File: src/rtl/shift_left_seq_if.sv
// shift_left_seq_if: operand/result bundle for shift_left_seq; the rot signal exists only when SHIFT_ROTATE_EN is defined
interface shift_left_seq_if #(parameter int WIDTH = 4, parameter int SHAMT_W = 3);
  logic start;
  logic [WIDTH-1:0] a;
  logic [SHAMT_W-1:0] b;
  logic busy;
  logic done;
  logic [WIDTH-1:0] result;
  logic carry;
  logic zero;
`ifdef SHIFT_ROTATE_EN
  logic rot;
  modport master (output start, a, b, rot, input busy, done, result, carry, zero);
  modport slave (input start, a, b, rot, output busy, done, result, carry, zero);
`else
  modport master (output start, a, b, input busy, done, result, carry, zero);
  modport slave (input start, a, b, output busy, done, result, carry, zero);
`endif
endinterface

File: src/rtl/shift_left_seq.sv
// shift_left_seq: multi-cycle left shifter, one bit per clock with carry/zero flags; SHIFT_ROTATE_EN adds rotate mode
module shift_left_seq #(
  parameter int WIDTH = 4,
  parameter int SHAMT_W = 3
) (
  input logic clk,
  input logic rst,
  shift_left_seq_if.slave bus
);
  localparam logic [1:0] IDLE = 2'd0, SHIFT = 2'd1, DONE = 2'd2;
  logic [1:0] state_q, state_d;
  logic [WIDTH-1:0] result_q, result_d;
  logic [SHAMT_W-1:0] cnt_q, cnt_d;
  logic carry_q, carry_d, fill, accept, shifting;
  assign accept = state_q == IDLE && bus.start;
  assign shifting = state_q == SHIFT;
`ifdef SHIFT_ROTATE_EN
  logic rot_q, rot_d;
  assign rot_d = accept ? bus.rot : rot_q;
  assign fill = rot_q & result_q[WIDTH-1];
  always_ff @(posedge clk or posedge rst)
    if (rst) rot_q <= 1'b0;
    else rot_q <= rot_d;
`else
  assign fill = 1'b0;
`endif
  always_comb begin
    state_d = state_q == IDLE ? (bus.start ? (bus.b != '0 ? SHIFT : DONE) : IDLE)
            : shifting ? (cnt_q == SHAMT_W'(1) ? DONE : SHIFT) : IDLE;
    result_d = accept ? bus.a : shifting ? {result_q[WIDTH-2:0], fill} : result_q;
    carry_d = accept ? 1'b0 : shifting ? result_q[WIDTH-1] : carry_q;
    cnt_d = accept ? bus.b : shifting ? cnt_q - 1'b1 : cnt_q;
  end
  always_ff @(posedge clk or posedge rst)
    if (rst) begin
      state_q <= IDLE;
      result_q <= '0;
      carry_q <= 1'b0;
      cnt_q <= '0;
    end else begin
      state_q <= state_d;
      result_q <= result_d;
      carry_q <= carry_d;
      cnt_q <= cnt_d;
    end
  assign bus.busy = state_q != IDLE;
  assign bus.done = state_q == DONE;
  assign bus.result = result_q;
  assign bus.carry = carry_q;
  assign bus.zero = result_q == '0;
endmodule

File: src/flat_wrapper.sv
// flat-port wrapper written by rule: the top's interface ports become plain ports
module shift_left_seq_flat 
#(
  parameter int WIDTH = 4,
  parameter int SHAMT_W = 3
)
  (clk, rst, bus_start, bus_a, bus_b, bus_busy, bus_done, bus_result, bus_carry, bus_zero);
  shift_left_seq_if #(.WIDTH(WIDTH), .SHAMT_W(SHAMT_W)) bus_i ();
  input logic clk;
  input logic rst;
  input wire logic [$bits(bus_i.start)-1:0] bus_start;
  input wire logic [$bits(bus_i.a)-1:0] bus_a;
  input wire logic [$bits(bus_i.b)-1:0] bus_b;
  output wire logic [$bits(bus_i.busy)-1:0] bus_busy;
  output wire logic [$bits(bus_i.done)-1:0] bus_done;
  output wire logic [$bits(bus_i.result)-1:0] bus_result;
  output wire logic [$bits(bus_i.carry)-1:0] bus_carry;
  output wire logic [$bits(bus_i.zero)-1:0] bus_zero;
  assign bus_i.start = bus_start;
  assign bus_i.a = bus_a;
  assign bus_i.b = bus_b;
  assign bus_busy = bus_i.busy;
  assign bus_done = bus_i.done;
  assign bus_result = bus_i.result;
  assign bus_carry = bus_i.carry;
  assign bus_zero = bus_i.zero;
  shift_left_seq #(.WIDTH(WIDTH), .SHAMT_W(SHAMT_W)) u_core (.clk(clk), .rst(rst), .bus(bus_i));
endmodule
File: config.mk
export PLATFORM = sky130hd
export DESIGN_NAME = shift_left_seq_flat
export DESIGN_NICKNAME = d
export VERILOG_FILES = /design/src/rtl/shift_left_seq_if.sv /design/src/rtl/shift_left_seq.sv /design/src/flat_wrapper.sv
export SDC_FILE = /design/constraint.sdc
export NUM_CORES = 1
export LEC_CHECK = 0
export BUFFER_PORTS_ARGS = -buffer_cell sky130_fd_sc_hd__buf_2
export CORE_MARGIN = 4
export CORE_UTILIZATION = 40
export DETAILED_ROUTE_END_ITERATION = 10
export PLACE_DENSITY = 0.67
export REMOVE_ABC_BUFFERS = 1
export SLEW_MARGIN = 20
export SYNTH_ARGS = -nofsm -noshare
export SYNTH_HDL_FRONTEND = slang
export SYNTH_SLANG_ARGS = --single-unit
File: constraint.sdc
create_clock -name clk -period 1.1 [get_ports clk]
set_clock_uncertainty 0.05 [all_clocks]
set_input_delay 0.22 -clock clk [delete_from_list [all_inputs] [get_ports clk]]
set_output_delay 0.22 -clock clk [all_outputs]
set_load 0.02 [all_outputs]
==> impl_metrics.csv, run 1 <==
group,metric,value,unit
pwr,power,0.00306,W
setup_path,start_kind,"register",
timing,hold_viol,0,
setup_path,crit_arrival,1.11,ns
timing,setup_viol,16,
finish,stdcell_area,1050,sq um
global_route,grt_max_degree,11,
yosys,synthDistinctLibCells,30,
placement,port_buffers,17,
clock_network,path_clk_slew,0.06,ns
yosys,synth_edf_count,0,
global_route,grt_pass1_wl,2790,microns
finish,final_cell_mix,"buf_6 (20), buf_4 (10), buf_2 (9), dfrtp_1 (7), o21ai_1 (5)",
setup_path,crit_path_end_kind,"output pin",
status,violations,"setup timing",
finish,ff_latch_area,254,sq um
timing,drv_slew,0,
clock_network,htreeDepth,1,
pwr,p_per_area,2920,nW/um^2
detailed_routing,drtIter0Drc,13,
global_route,grt-ovfl-total,0,
placement,place_inst,100,
yosys,ys_seq_area_share,43.1,%
job,drv_cap,0,
setup_path,r2r_start,"u_core.state_q[1]$_DFF_PP0_",
setup_path,reg2reg_slack,-0.14,ns
floorplanning,core,1330,sq um
setup_path,worstReg2RegEnd,"u_core.cnt_q[2]$_DFFE_PP0P_",
global_route,grt_pass1_vias,632,
timing,clock.fmax,724,MHz
yosys,synth_area_leaders,"dfrtp_1 (43%), ha_1 (4.3%), nor2b_1 (4.3%)",
timing,tightestPinTransition,0.404,ns
clock_network,clock_path_buffers,2,
clock_network,cts_root_buf,"clkbuf_4",
yosys,synthFlopType,"dfrtp_1",
clock_network,insertion_delay,0.26,ns
clock_network,clock_sink_count,10,
detailed_routing,drc,0,
finish,nets,115,
placement,dpl.hpwl,1020,microns
detailed_routing,ant_nets,0,
floorplanning,die_h,46.1,microns
detailed_routing,wirelength,1920,microns
finish,drive_above_1_share,60.8,%
timing,relSlewSlack,73.0,%
finish,multi_input_area,359,sq um
pwr,peakVddDrop,1470,uV
timing,period_share,126,%
floorplanning,fp.dieArea,2120,sq um
setup_path,critPathKind,"register to output pin",
detailed_routing,wire_per_inst,16.4,microns
setup_path,startpoint,"u_core.bus.result[0]$_DFFE_PP0P_",
finish,layout.cells.most_common,"buf_6",
setup_path,cp-endpoint,"bus_zero",
yosys,synth_area,581,sq um
worst_hold_path,worstHoldPathType,"input port to register",
yosys,synth-seq-cells,10,
setup_path,cp.required,0.83,ns
placement,place_congestion,0.787,
floorplanning,ios,18,
placement,placed_cell_area,736,sq um
finish,antenna_cells,0,
finish,filler_cell_count,78,
global_route,grtUsageTotal,18.8,%
detailed_routing,first_pass_iters,4,
global_route,antenna_found_initial,0,
floorplanning,rows,13,
pwr,leakagePower,0.511,nW
setup_path,ff2ff_path_depth,3,
detailed_routing,vias_per_cell,5.54,
clock_network,numCtsBuffers,3,
floorplanning,die_width,46.1,microns
yosys,syn-instance-count,61,
yosys,yosysTopAreaCellShare,43.1,%
floorplanning,start_util,43.5,%
yosys,yosysWarningCount,0,
yosys,avgSynthCellArea,9.52,sq um
status,status,"complete, but fails checks",
timing,rsz0062_at_grt,"true",
timing,period_minus_slack,1.38,ns
finish,areaGrowthSynthToFinish,80.6,%
timing,fin_ws,-0.281,ns
yosys,async_reset_ff_share,100,%
yosys,synth_top_cell_by_area,"dfrtp_1",
setup_path,crit_fanout,2,
detailed_routing,vias,648,
clock_network,cts_tree,"yes",
finish,fin_cells,117,
-- report_power, final --
group	leakage [nW]	switching [W]	internal (W)
sequential	0.120	0.000154	0.000536
clock	0.0210	0.000125	0.000201
combinational	0.370	0.000908	0.00113
total	0.511	0.00119	0.00187
-- stage by stage --
stage          utilization, %  setup slack (ns)  hold slack (ns)  setup TNS [ns]
6_report                 78.6            -0.281            0.160           -1.86
5_1_grt                  78.6            -0.336            0.158           -2.41
4_1_cts                  71.9            -0.311            0.160           -1.12
3_5_place_dp             55.2           -0.0922            0.160          -0.299
3_3_place_gp             55.2           -0.0711            0.167          -0.228
2_1_floorplan               -            -0.375           0.0102          -0.508
-- worst min path at each step --
stage	cells past startpoint	startpoint	slack, ns	end
after floorplan	1	rst	0.01	u_core.bus.carry$_DFFE_PP0P_
after global placement	2	rst	0.17	u_core.bus.result[1]$_DFFE_PP0P_
after detailed placement	2	rst	0.16	u_core.bus.result[2]$_DFFE_PP0P_
after CTS	2	bus_a[0]	0.16	u_core.bus.result[0]$_DFFE_PP0P_
after global routing	2	bus_a[0]	0.16	u_core.bus.result[0]$_DFFE_PP0P_
final	2	bus_a[0]	0.16	u_core.bus.result[0]$_DFFE_PP0P_
-- timing repair --
action | in CTS | in global routing
endpoints found under the setup margin | 14 | 18
pin swaps | 8 | 8
hold endpoints to repair | 10 | 0
buffers inserted | 8 | 6
gates resized for setup | 30 | 20
gates cloned | 1 | 0
hold buffers | 1 | 0
-- critical path, stage by stage, from the launching register on --
cell,delay (ns)
dfrtp_1,0.40
nor4_2,0.27
buf_4,0.18
-- metal layers --
metal	part of all wire, %	track usage [%]	vias up
met5	0	0	-
met4	3.9	4.55	0
met3	5.3	6.25	12
met2	51	33.0	28
met1	40	21.6	307
li1	-	-	301
-- area by class of cell --
type,count,share of cell area [%]
Clock buffer,4,3.46
Inverter,6,2.39
Multi-Input combinational cell,42,34.2
Sequential cell,10,24.2
Tap cell,15,1.79
Timing Repair Buffer,40,33.9
-- cell families (layout without fill, tap and decap cells) --
| kind of cell | Yosys count | in the layout | share of synthesized area [%] |
|---|---|---|---|
| AOI/OAI and AO/OA | 22 | 22 | 26.5 |
| and+or+nand+nor | 18 | 18 | 17.7 |
| DFF | 10 | 10 | 43.1 |
| buffers and inverters | 9 | 50 | 8.41 |
| adders and majority gates | 2 | 2 | 4.31 |
-- flip-flops by register name, summed over array words and instances, names as in the netlist --
| register | cells |
|---|---|
| u_core.bus.carry | 1 |
| u_core.state_q | 2 |
| u_core.cnt_q | 3 |
| u_core.bus.result | 4 |
-- synthesized netlist by cell type, drive strengths merged, types with 2 or more instances --
cell,n
buf,3
dfrtp,10
a21oi,5
and2,2
o21ai,5
a31oi,2
nand2b,2
nor2b,4
nor2,2
ha,2
a22o,2
nand2,3
inv,6
Power figures use the tool's default switching activity.
==> run 2: changes to the inputs <==
- SKIP_CTS_REPAIR_TIMING: default -> 1
==> run 2 against run 1 <==
Total power down 11%; maximum frequency shrank 0.54%; via count fell by 8.8%; register-to-register slack better by 0.04 ns; combinational power is 16% lower; final cell count down 5.1%; global-route usage shrank 5.0 points; the run still ends with setup timing left; clock power is essentially flat; non-clock buffer count shrank 6.
==> impl_metrics.csv, run 2 (same netlist as run 1, synthesis figures left out) <==
group,metric,value,unit
setup_path,crit_path_end_kind,"output pin",
detailed_routing,m1WireLength,695,microns
pwr,leakagePower,0.462,nW
finish,largest_register_ffs,4,
floorplanning,rows,13,
floorplanning,fp.dieArea,2120,sq um
detailed_routing,met2_length,803,microns
status,violations,"setup timing",
detailed_routing,wirelength,1600,microns
detailed_routing,drtIter0Drc,11,
clock_network,clock_sink_count,10,
floorplanning,ios,18,
clock_network,insertion_delay,0.26,ns
placement,port_buffers,17,
clock_network,cts_root_buf,"clkbuf_4",
detailed_routing,vias,591,
setup_path,path_cells,"nor4_2 > buf_4",
detailed_routing,wl_met3,102,microns
detailed_routing,vias_per_cell,5.32,
global_route,antenna_found_initial,0,
detailed_routing,wire_per_inst,14.4,microns
setup_path,critPathKind,"register to output pin",
clock_network,numCtsBuffers,3,
clock_network,path_clk_slew,0.06,ns
placement,dpl.hpwl,1020,microns
detailed_routing,top_layer,"met3",
global_route,grtUsageTotal,13.8,%
global_route,grt_pass1_vias,489,
timing,clock.fmax,720,MHz
finish,areaGrowthSynthToFinish,60.1,%
clock_network,cts_tree,"yes",
finish,final_cell_mix,"buf_4 (12), buf_2 (11), buf_6 (10), dfrtp_1 (7), o21ai_1 (5)",
pwr,p_per_area,2930,nW/um^2
floorplanning,die_h,46.1,microns
setup_path,critPathBufInv,1,
floorplanning,core,1330,sq um
setup_path,crit_fanout,3,
finish,nets,109,
setup_path,cp.required,0.83,ns
clock_network,htreeDepth,1,
floorplanning,start_util,43.5,%
global_route,grt_max_degree,12,
timing,period_minus_slack,1.39,ns
placement,dp_slack,-0.0922,ns
placement,place_congestion,0.787,
finish,antenna_cells,0,
timing,period_share,126,%
setup_path,start_kind,"register",
timing,hold_viol,0,
timing,rsz0062_at_grt,"true",
setup_path,crit_arrival,1.12,ns
floorplanning,die_width,46.1,microns
timing,drv_slew,0,
detailed_routing,ant_nets,0,
clock_network,clock_path_buffers,2,
job,drv_cap,0,
setup_path,cpPeakStageDelay,0.41,ns
worst_hold_path,worstHoldPathType,"input port to register",
global_route,grt_pass1_wl,2090,microns
setup_path,slowest_stage,"dfrtp_1",
detailed_routing,first_pass_iters,4,
pwr,peakVddDrop,1590,uV
timing,fin_ws,-0.288,ns
global_route,grt-ovfl-total,0,
finish,layout.cells.most_common,"buf_4",
timing,setup_viol,15,
timing,tightestPinTransition,0.390,ns
detailed_routing,drc,0,
timing,relSlewSlack,74.0,%
setup_path,path_delay_family,"flip-flops",
status,status,"complete, but fails checks",
pwr,power,0.00273,W
finish,drive_above_1_share,53.1,%
==> run 2: cell types whose count changed in the layout (fill, tap and decap cells not counted), sizes merged <==
cell,delta
buf,-6
==> run 2: power breakdown <==
part	total [W]	internal (W)	switching [W]	leakage [nW]
Clock	0.000323	0.000201	0.000122	0.0210
Sequential	0.000695	0.000536	0.000159	0.120
Combinational	0.00171	0.000922	0.000786	0.321
Total	0.00273	0.00166	0.00107	0.462
==> run 2: metal layers <==
layer / global-route usage (%) / vias up
met5: 0 / -
met4: 1.70 / 0
met3: 5.86 / 0
met2: 22.3 / 15
met1: 17.6 / 287
li1: - / 289
==> run 2: final timing paths <==
kind,start,to,slack (ns),cells after the start
worst min register to register,u_core.state_q[1]$_DFF_PP0_,u_core.state_q[1]$_DFF_PP0_,0.50,1
min in group asynchronous,rst,u_core.cnt_q[2]$_DFFE_PP0P_,0.44,3
worst min-delay path,bus_a[0],u_core.bus.result[0]$_DFFE_PP0P_,0.17,2
worst max register to register,u_core.state_q[1]$_DFF_PP0_,u_core.bus.carry$_DFFE_PP0P_,-0.10,3
max in group asynchronous,rst,u_core.state_q[1]$_DFF_PP0_,0.26,3
worst max-delay path,u_core.bus.result[1]$_DFFE_PP0P_,bus_zero,-0.29,2
==> run 2: metrics by stage <==
stage               cell area [sq um]  setup TNS (ns)  hold WS [ns]  util, %  instances
floorplan                         557          -0.508        0.0102        -         58
global placement                  736          -0.228         0.167     55.2        100
detailed placement                736          -0.299         0.160     55.2        100
CTS                               772           -1.57        -0.125     57.9        104
global route                      930           -1.90         0.161     69.7        111
finish                            930           -1.36         0.168     69.7        111
==> run 2: cell type report <==
type	count	area, sq um
clock buffers	4	36.3
fillers	99	404
inverters	6	25.0
multi-input cells	42	328
flip-flops and latches	10	254
well taps	15	18.8
repair buffers	34	268
==> run 3: changes to the inputs <==
- ABC_AREA: default -> 1
==> run 3 against run 2 <==
The run still ends with setup timing left; sequential share of layout area rose by 0.62 points; worst setup slack worse by 0.00071 ns; combinational power grew 8%; routed wire length down 6.4%; clock power grew 2%; total power rose by 5.7%; maximum frequency about the same; die area unchanged; largest cell class unchanged.
==> impl_metrics.csv, run 3 <==
group,metric,value,unit
global_route,antenna_found_initial,0,
clock_network,cts_tree,"yes",
timing,period_minus_slack,1.39,ns
timing,rsz0062_at_grt,"true",
timing,setup_viol,13,
status,status,"complete, but fails checks",
detailed_routing,wirelength,1500,microns
placement,dpl.hpwl,981,microns
setup_path,cp.required,0.83,ns
status,violations,"setup timing",
floorplanning,die_h,46.1,microns
floorplanning,core,1330,sq um
detailed_routing,drc,0,
floorplanning,ios,18,
timing,drv_slew,0,
yosys,yosysTopAreaCellShare,43.1,%
finish,nets,120,
yosys,synthFlopType,"dfrtp_1",
yosys,synth.most_common_cell,"nand2_1",
clock_network,clock_sink_count,10,
finish,drive_above_1_share,44.9,%
global_route,grtUsageTotal,14.0,%
clock_network,clock_path_buffers,2,
floorplanning,rows,13,
yosys,synthDistinctLibCells,14,
finish,largest_register_ffs,4,
yosys,synth_edf_count,0,
setup_path,start_kind,"register",
timing,relSlewSlack,72.8,%
setup_path,path_cells,"nor2_1 > nor3b_2 > buf_4",
clock_network,insertion_delay,0.27,ns
setup_path,cpPeakStageDelay,0.40,ns
global_route,grt_pass1_vias,479,
yosys,synth_area_leaders,"dfrtp_1 (43%), nand2_1 (17%), nand3_1 (9.5%)",
finish,antenna_cells,0,
placement,port_buffers,17,
setup_path,crit_path_end_kind,"output pin",
global_route,grt-ovfl-total,0,
detailed_routing,first_pass_iters,4,
placement,dp_slack,-0.00989,ns
yosys,synth_area,581,sq um
floorplanning,start_util,43.5,%
timing,hold_viol,0,
finish,final_cell_mix,"nand2_1 (26), nand3_1 (11), buf_4 (10), buf_2 (9), buf_6 (9)",
pwr,p_per_area,3190,nW/um^2
finish,ff_latch_area,253,sq um
pwr,leakagePower,0.487,nW
clock_network,htreeDepth,1,
yosys,ys_seq_area_share,43.1,%
timing,tightestPinTransition,0.408,ns
global_route,grt_max_degree,11,
yosys,syn-instance-count,74,
finish,areaGrowthSynthToFinish,55.8,%
finish,multi_input_area,308,sq um
job,drv_cap,0,
clock_network,cts_root_buf,"clkbuf_4",
clock_network,path_clk_slew,0.07,ns
yosys,synth_common_cells,"nand2_1 (26), nand3_1 (11), dfrtp_1 (10)",
yosys,synth_top_cell_by_area,"dfrtp_1",
floorplanning,die_width,46.1,microns
pwr,peakVddDrop,1630,uV
detailed_routing,drtIter0Drc,10,
finish,stdcell_area,905,sq um
pwr,power,0.00288,W
finish,filler_cell_count,116,
setup_path,crit_fanout,2,
timing,clock.fmax,720,MHz
placement,place_congestion,0.780,
placement,place_inst,111,
setup_path,critPathKind,"register to output pin",
floorplanning,fp.dieArea,2120,sq um
worst_hold_path,worstHoldPathType,"input port to register",
detailed_routing,wire_per_inst,12.3,microns
finish,layout.cells.most_common,"nand2_1",
yosys,synth-seq-cells,10,
timing,fin_ws,-0.289,ns
finish,fin_cells,122,
yosys,avgSynthCellArea,7.85,sq um
detailed_routing,vias,551,
timing,period_share,126,%
yosys,async_reset_ff_share,100,%
placement,placed_cell_area,737,sq um
setup_path,slowest_stage,"dfrtp_1",
clock_network,numCtsBuffers,3,
detailed_routing,vias_per_cell,4.52,
yosys,yosysWarningCount,0,
setup_path,crit_arrival,1.12,ns
global_route,grt_pass1_wl,2040,microns
detailed_routing,ant_nets,0,
==> run 3: cell count changes after synthesis, sizes merged, moves of 2 or more <==
cell / change
nand3: +14
and2: -2
nand2b: -2
nor2b: -4
o21ai: -3
a22o: -2
nand3b: +2
nor2: +3
a21oi: -5
nand2: +24
a31oi: -2
inv: +4
buf: -2
==> run 3: stage by stage <==
step	hold WS [ns]	TNS (ns)	util, %
global route	0.145	-2.24	67.8
floorplan	0.0102	-0.274	-
global placement	0.165	-0.00989	55.3
detailed placement	0.162	-0.00989	55.3
CTS	-0.132	-1.20	58.0
finish	0.151	-1.34	67.8
==> run 3: worst paths after layout <==
kind	start	endpoint	slack [ns]	cells past startpoint
worst max register to register	u_core.state_q[1]$_DFF_PP0_	u_core.bus.result[2]$_DFFE_PP0P_	-0.11	6
worst min-delay path	bus_a[0]	u_core.bus.result[0]$_DFFE_PP0P_	0.15	3
worst max-delay path	u_core.bus.result[1]$_DFFE_PP0P_	bus_zero	-0.29	3
min in group asynchronous	rst	u_core.cnt_q[2]$_DFFE_PP0P_	0.43	3
worst min register to register	u_core.cnt_q[1]$_DFFE_PP0P_	u_core.cnt_q[1]$_DFFE_PP0P_	0.46	2
max in group asynchronous	rst	u_core.state_q[0]$_DFF_PP0_	0.26	3
==> run 3: logic make-up (layout without fill, tap and decap cells) <==
| group | after synthesis | in the layout | synth area share (%) |
|---|---|---|---|
| AO/OA/AOI/OAI | 2 | 2 | 3.02 |
| adder cells (fa/ha/maj) | 2 | 2 | 4.31 |
| buffers and inverters | 11 | 44 | 7.33 |
| flip-flops | 10 | 10 | 43.1 |
| AND/OR/NAND/NOR | 49 | 49 | 42.2 |
==> run 3: critical path, delay by kind of cell, from the launching register on <==
kind	cells	cell delay, ns
flip-flops	1	0.40
AND/OR/NAND/NOR	2	0.27
buffers and inverters	1	0.18
==> run 3: cell type report <==
class / instances / share of cell area [%]
multi-input combinational: 53 / 34.0
tap: 15 / 2.07
sequential: 10 / 27.9
clock buffer: 4 / 4.01
timing repair buffer: 30 / 27.8
inverter: 10 / 4.15
==> run 3: power breakdown <==
group	total, W	leakage, nW	switching, W	internal (W)
Combinational	0.00184	0.344	0.000921	0.000916
Sequential	0.000714	0.122	0.000166	0.000548
Clock	0.000331	0.0210	0.000130	0.000201
==> run 3: routing by layer <==
| layer | wire length [microns] | track usage [%] |
|---|---|---|
| met4 | 0 | 5.11 |
| met1 | 632 | 18.0 |
| met3 | 99 | 7.42 |
| met2 | 766 | 19.8 |
| met5 | 0 | 0 |
